`config.mk`:
```
export PLATFORM = sky130hd
export DESIGN_NAME = load_store_unit
export DESIGN_NICKNAME = d
export VERILOG_FILES = /design/src/rtl/lsu_pkg.sv /design/src/rtl/lsu_lane_align.sv /design/src/rtl/load_store_unit.sv
export SDC_FILE = /design/constraint.sdc
export NUM_CORES = 1
export LEC_CHECK = 0
export CAP_MARGIN = 20
export CORE_MARGIN = 1.5
export CORE_UTILIZATION = 35
export DETAILED_ROUTE_END_ITERATION = 6
export GPL_TIMING_DRIVEN = 1
export SETUP_SLACK_MARGIN = 0.15
export SLEW_MARGIN = 20
export SYNTH_ARGS = -nofsm -noshare
export SYNTH_HDL_FRONTEND = slang
export SYNTH_SLANG_ARGS = --single-unit
```
`constraint.sdc`:
```
create_clock -name clk -period 10.6 [get_ports clk]
set_input_delay 1.59 -clock clk [delete_from_list [all_inputs] [get_ports clk]]
set_output_delay 1.59 -clock clk [all_outputs]
set_load 0.05 [all_outputs]
```
`src/rtl/lsu_pkg.sv`:
```
// Shared definitions for the load/store unit: access size encodings, the
// control state enum and the alignment rule used at request acceptance.
package lsu_pkg;

    localparam int unsigned DATA_W = 32;

    typedef enum logic [1:0] {
        SZ_BYTE = 2'b00,
        SZ_HALF = 2'b01,
        SZ_WORD = 2'b10,
        SZ_ILL  = 2'b11
    } lsu_size_e;

    typedef enum logic [2:0] {
        IDLE     = 3'd0,
        LOAD     = 3'd1,
        RMW_READ = 3'd2,
        WRITE    = 3'd3,
        RESP     = 3'd4
    } lsu_state_e;

    // An access is rejected when it is not naturally aligned or its size is illegal.
    function automatic logic is_misaligned(input lsu_size_e size, input logic [1:0] addr_lo);
        logic bad;
        case (size)
            SZ_BYTE: bad = 1'b0;
            SZ_HALF: bad = addr_lo[0];
            SZ_WORD: bad = (addr_lo != 2'b00);
            default: bad = 1'b1;
        endcase
        return bad;
    endfunction

endpackage

```
`src/rtl/lsu_lane_align.sv`:
```
// Byte-lane steering for the load/store unit (purely combinational).
// Ports:
//   addr_lo      - low two address bits selecting the lane(s)
//   size         - access size
//   is_unsigned  - zero-extend (1) or sign-extend (0) sub-word loads
//   rdata        - word read from memory
//   wdata        - right-justified store data
//   load_data_c  - extracted and extended load result
//   merge_data_c - rdata with the target lanes replaced by wdata
module lsu_lane_align
    import lsu_pkg::*;
(
    input  logic [1:0]        addr_lo,
    input  lsu_size_e         size,
    input  logic              is_unsigned,
    input  logic [DATA_W-1:0] rdata,
    input  logic [DATA_W-1:0] wdata,
    output logic [DATA_W-1:0] load_data_c,
    output logic [DATA_W-1:0] merge_data_c
);

    logic [7:0]  byte_sel;
    logic [15:0] half_sel;

    // Little-endian lane extraction and extension.
    always_comb begin
        byte_sel    = rdata[{addr_lo, 3'b000} +: 8];
        half_sel    = addr_lo[1] ? rdata[31:16] : rdata[15:0];
        load_data_c = rdata;
        case (size)
            SZ_BYTE: load_data_c = is_unsigned ? {24'b0, byte_sel}
                                               : {{24{byte_sel[7]}}, byte_sel};
            SZ_HALF: load_data_c = is_unsigned ? {16'b0, half_sel}
                                               : {{16{half_sel[15]}}, half_sel};
            default: load_data_c = rdata;
        endcase
    end

    // Store merge: replace only the addressed lanes of the read word.
    always_comb begin
        merge_data_c = rdata;
        case (size)
            SZ_BYTE: merge_data_c[{addr_lo, 3'b000} +: 8]        = wdata[7:0];
            SZ_HALF: merge_data_c[{addr_lo[1], 4'b0000} +: 16]   = wdata[15:0];
            default: merge_data_c = wdata;
        endcase
    end

endmodule

```
`src/rtl/load_store_unit.sv`:
```
// Load/store unit between the pipeline and a combinational-read data memory.
// Sub-word stores are performed as read-modify-write.
// Ports:
//   clk, reset              - clock, asynchronous active-high reset
//   req_*                   - access request (valid/ready handshake)
//   resp_valid/rdata/misaligned - one-cycle completion pulse and result
//   mem_write/address/write_data - data memory write port and address
//   mem_read_data           - combinational memory read of mem_address
module load_store_unit
    import lsu_pkg::*;
#(
    parameter int unsigned ADDR_W = 32
) (
    input  logic              clk,
    input  logic              reset,
    input  logic              req_valid,
    output logic              req_ready,
    input  logic              req_store,
    input  logic [1:0]        req_size,
    input  logic              req_unsigned,
    input  logic [ADDR_W-1:0] req_addr,
    input  logic [DATA_W-1:0] req_wdata,
    output logic              resp_valid,
    output logic [DATA_W-1:0] resp_rdata,
    output logic              resp_misaligned,
    output logic              mem_write,
    output logic [ADDR_W-1:0] mem_address,
    output logic [DATA_W-1:0] mem_write_data,
    input  logic [DATA_W-1:0] mem_read_data
);

    lsu_state_e        state_q, state_d;
    logic              store_q, store_d;
    lsu_size_e         size_q, size_d;
    logic              uns_q, uns_d;
    logic              mis_q, mis_d;
    logic [ADDR_W-1:0] addr_q, addr_d;
    logic [DATA_W-1:0] wdata_q, wdata_d;

    logic              req_ready_q, req_ready_d;
    logic              resp_valid_q, resp_valid_d;
    logic              resp_mis_q, resp_mis_d;
    logic [DATA_W-1:0] resp_rdata_q, resp_rdata_d;
    logic              mem_write_q, mem_write_d;
    logic [ADDR_W-1:0] mem_address_q, mem_address_d;
    logic [DATA_W-1:0] mem_wdata_q, mem_wdata_d;

    logic [DATA_W-1:0] load_data_c;
    logic [DATA_W-1:0] merge_data_c;

    lsu_lane_align u_lane_align (
        .addr_lo      (addr_q[1:0]),
        .size         (size_q),
        .is_unsigned  (uns_q),
        .rdata        (mem_read_data),
        .wdata        (wdata_q),
        .load_data_c  (load_data_c),
        .merge_data_c (merge_data_c)
    );

    // Next state, request latching and next values of the registered outputs.
    always_comb begin
        state_d = state_q;
        store_d = store_q;
        size_d  = size_q;
        uns_d   = uns_q;
        mis_d   = mis_q;
        addr_d  = addr_q;
        wdata_d = wdata_q;

        case (state_q)
            IDLE: begin
                if (req_valid) begin
                    store_d = req_store;
                    size_d  = lsu_size_e'(req_size);
                    uns_d   = req_unsigned;
                    addr_d  = req_addr;
                    wdata_d = req_wdata;
                    mis_d   = is_misaligned(lsu_size_e'(req_size), req_addr[1:0]);
                    if (mis_d)                             state_d = RESP;
                    else if (!req_store)                   state_d = LOAD;
                    else if (lsu_size_e'(req_size) == SZ_WORD) state_d = WRITE;
                    else                                   state_d = RMW_READ;
                end
            end
            LOAD:     state_d = RESP;
            RMW_READ: state_d = WRITE;
            WRITE:    state_d = RESP;
            RESP:     state_d = IDLE;
            default:  state_d = IDLE;
        endcase

        req_ready_d   = (state_d == IDLE);
        resp_valid_d  = (state_d == RESP);
        resp_mis_d    = (state_d == RESP) && mis_d;
        // Only a LOAD cycle feeds data into the response; stores and errors return 0.
        resp_rdata_d  = (state_q == LOAD) ? load_data_c : DATA_W'(0);
        mem_write_d   = (state_d == WRITE);
        mem_address_d = (state_d != IDLE) ? {addr_d[ADDR_W-1:2], 2'b00} : ADDR_W'(0);

        // Word stores write req_wdata straight from IDLE; RMW writes the merged word.
        if (state_d == WRITE)
            mem_wdata_d = (state_q == RMW_READ) ? merge_data_c : wdata_d;
        else if (state_d != IDLE)
            mem_wdata_d = wdata_d;
        else
            mem_wdata_d = DATA_W'(0);
    end

    // State, latched request and output registers.
    always_ff @(posedge clk or posedge reset) begin
        if (reset) begin
            state_q       <= IDLE;
            store_q       <= 1'b0;
            size_q        <= SZ_BYTE;
            uns_q         <= 1'b0;
            mis_q         <= 1'b0;
            addr_q        <= '0;
            wdata_q       <= '0;
            req_ready_q   <= 1'b1;
            resp_valid_q  <= 1'b0;
            resp_mis_q    <= 1'b0;
            resp_rdata_q  <= '0;
            mem_write_q   <= 1'b0;
            mem_address_q <= '0;
            mem_wdata_q   <= '0;
        end else begin
            state_q       <= state_d;
            store_q       <= store_d;
            size_q        <= size_d;
            uns_q         <= uns_d;
            mis_q         <= mis_d;
            addr_q        <= addr_d;
            wdata_q       <= wdata_d;
            req_ready_q   <= req_ready_d;
            resp_valid_q  <= resp_valid_d;
            resp_mis_q    <= resp_mis_d;
            resp_rdata_q  <= resp_rdata_d;
            mem_write_q   <= mem_write_d;
            mem_address_q <= mem_address_d;
            mem_wdata_q   <= mem_wdata_d;
        end
    end

    assign req_ready       = req_ready_q;
    assign resp_valid      = resp_valid_q;
    assign resp_misaligned = resp_mis_q;
    assign resp_rdata      = resp_rdata_q;
    assign mem_write       = mem_write_q;
    assign mem_address     = mem_address_q;
    assign mem_write_data  = mem_wdata_q;

endmodule
```
==> out/qor.csv <==
metric;value;unit
ant_nets;0;
p_switching;1.68;mW
start_kind;flop;
finalPower;3.62;mW
wl;24200;um
synth-async-reset-ratio;1.00;
dieWidth;152;um
cts_made_buffers;17;
gr-total-overflow;0;
path_clk_slew;0.07;ns
cts_tree;yes;
via_per_inst;5.38;
fin_nets;1009;
peakVddDrop;0.145;mV
htree_levels;4;
die-area;23200;sq um
grt.total_usage;0.209;
critPathLaunch;req_ready;
drc;0;
syn-cell-area;7800;sq um
period_minus_slack;3.34;ns
via_count;6428;
critPathSlowestCell;clkdlybuf4s50_1;
num_io_pins;203;
setup_viol;0;
wl_met2;11100;um
worst_setup_path_end_kind;output pin;
whs;0.470;ns
root_buffer;clkbuf_16;
die_y;152;um
portBuffers;200;
synth.distinct_cells;51;
dr_wl_met3;1510;um
insertion_delay;0.44;ns
grt_pass1_wl;37600;um
path_buf_inv;1;
met1_length;10900;um
slew_headroom;0.287;
critical_path_class;reg2out;
dr.pass1.iters;4;
numClockSinks;169;
dr.max_layer_used;met4;
wire_per_inst;20.2;um
fin_ws;7.26;ns
maxCapViolations;0;
cp_max_fo;1;
cp_top_family;buffers and inverters;
period_share;0.315;
crit_arrival;1.75;ns
finish.utilization;0.484;
status;finished clean;
drive_gt1_frac;0.105;
skew;0.0101;ns
ctsHoldBuffers;0;
antenna_found_initial;1;
initial_core_util;0.357;
ys_seq_area_frac;0.543;
slowest_delay;0.79;ns
gp_congestion;0.833;
yosys_warnings;0;
cts_setup_buffers;0;
dpl_cell_area;9950;sq um
coreArea;21800;sq um
final_cells;1195;
dp.cells;1162;
hpwl;16800;um
holdCritStartpoint;addr_q[28];
ys.flop_type;dfrtp_1;
postLayoutCellArea;10600;sq um
clock.fmax;0.300;GHz
drv_slew;0;
switching_share;0.464;
clkPwrFrac;0.176;
syn_inst;726;
worstReg2RegStart;size_q[1];
dp_slack;6.77;ns
p_per_area;343;nW/um^2
rsz0062_at_grt;no;
worst_pin_slew;1.06;ns
drt_iter0_drc;440;
finalHoldViolCount;0;
post_cts_resized;0;
synth_area_per_cell;10.7;sq um
crit_chain;clkdlybuf4s50_1;
tns;0;ns
grt_start_max_net_pins;89;
p_comb_frac;0.514;
p_int;1.94;mW
p_seq_frac;0.310;
p_leak;4.65;nW
ys_ff_latch;169;
first_global_vias;6422;
clock_path_buffers;2;
cp.required;9.01;ns
areaGrowthSynthToFinish;35.4;%
hp-class;reg2reg;
synth_edf_count;0;
placementRows;54;
[layer usage]
layer	vias up	global-route usage
met2	252	0.323
li1	2961	-
met3	42	0.0407
met5	-	0
met1	3173	0.292
met4	0	0.0786
[registers in the layout, summed over array words and instances (netlist names), 2 cells and up]
| name | count |
|---|---|
| addr_q | 32 |
| mem_address | 30 |
| mem_write_data | 32 |
| resp_rdata | 32 |
| size_q | 2 |
| state_q | 3 |
| wdata_q | 32 |
[synthesized netlist by cell type (2+ instances only)]
cell       count  area, sq um
mux4_2         8          180
buf_6          6         67.6
mux2i_1       17          170
nor4b_1        9         78.8
o21ai_0       31          155
ha_1           5         62.6
a2111oi_0      8         70.1
nor2b_1        4         25.0
buf_4          5         37.5
inv_1         15         56.3
mux2_4         4         60.1
mux2_2        29          327
or2_2          3         18.8
nand3b_1      24          180
nor4bb_1       2         20.0
a221o_1       16          160
buf_2         17         85.1
o22ai_1        9         56.3
a21oi_1       54          270
o221ai_1       8         70.1
o2bb2ai_1      6         52.6
nor2_1        20         75.1
a22oi_1       24          180
nor3_1         4         20.0
buf_1          5         18.8
and3_1        10         62.6
o21a_1         9         67.6
o31ai_1       10         75.1
nand2_1      141          529
dfrtp_1      168         4200
clkbuf_1      24         90.1
nor4_1         9         56.3
nor3b_1        4         30.0
[cells in the final DEF, fill, tap and decap left out, drive strengths merged, types with 10 or more instances in the layout]
| cell | instances |
|---|---|
| dfrtp | 168 |
| buf | 12 |
| clkbuf | 17 |
| o21ai | 32 |
| inv | 23 |
| nor4b | 10 |
| mux2 | 33 |
| o31ai | 10 |
| a22oi | 24 |
| nand3b | 24 |
| a221o | 16 |
| clkdlybuf4s50 | 200 |
| and3 | 10 |
| nor2 | 20 |
| mux2i | 17 |
| a21oi | 54 |
| nand2 | 141 |
[cells by family after synthesis]
family                     Yosys count  share of synthesized area
AOI/OAI and AO/OA                  182                      0.156
adders and majority gates            5                    0.00802
buffers and inverters               72                     0.0456
DFF                                169                      0.543
muxes                               58                     0.0945
other                                1                   0.000481
and+or+nand+nor                    239                      0.152
[power by group through the flow]
| stage | Sequential, mW | Clock (mW) | Combinational [mW] |
|---|---|---|---|
| after floorplan | 1.53 | 0 | 0.874 |
| after global placement | 1.13 | 0 | 1.84 |
| after detailed placement | 1.13 | 0 | 1.86 |
| after CTS | 1.12 | 0.647 | 1.86 |
| after global routing | 1.15 | 0.675 | 1.99 |
| final | 1.12 | 0.636 | 1.86 |
[tightest hold or removal path: cells and delay by family, from the launching register on]
family | cells | cell delay [ns]
and+or+nand+nor | 2 | 0.12
DFF | 1 | 0.32
[final timing paths]
check                      slack, ns              to  cells past startpoint
max reg2reg                     7.42   resp_rdata[2]                      4
min reg2reg                     0.47      addr_q[28]                      2
max                             7.26       req_ready                      1
min in group asynchronous       1.68  resp_rdata[25]                      2
max in group asynchronous       7.65     wdata_q[21]                      3
min                             0.47      addr_q[28]                      2
[layout make-up]
| cell class | count | area (sq um) |
|---|---|---|
| Tap cell | 280 | 350 |
| Fill cell | 2043 | 11300 |
| Multi-Input combinational cell | 486 | 3220 |
| Antenna cell | 1 | 2.50 |
| Timing Repair Buffer | 212 | 2100 |
| Clock inverter | 15 | 176 |
| Sequential cell | 169 | 4230 |
| Clock buffer | 17 | 425 |
| Inverter | 15 | 61.3 |
Note: power is estimated with default switching activity, not from simulation.
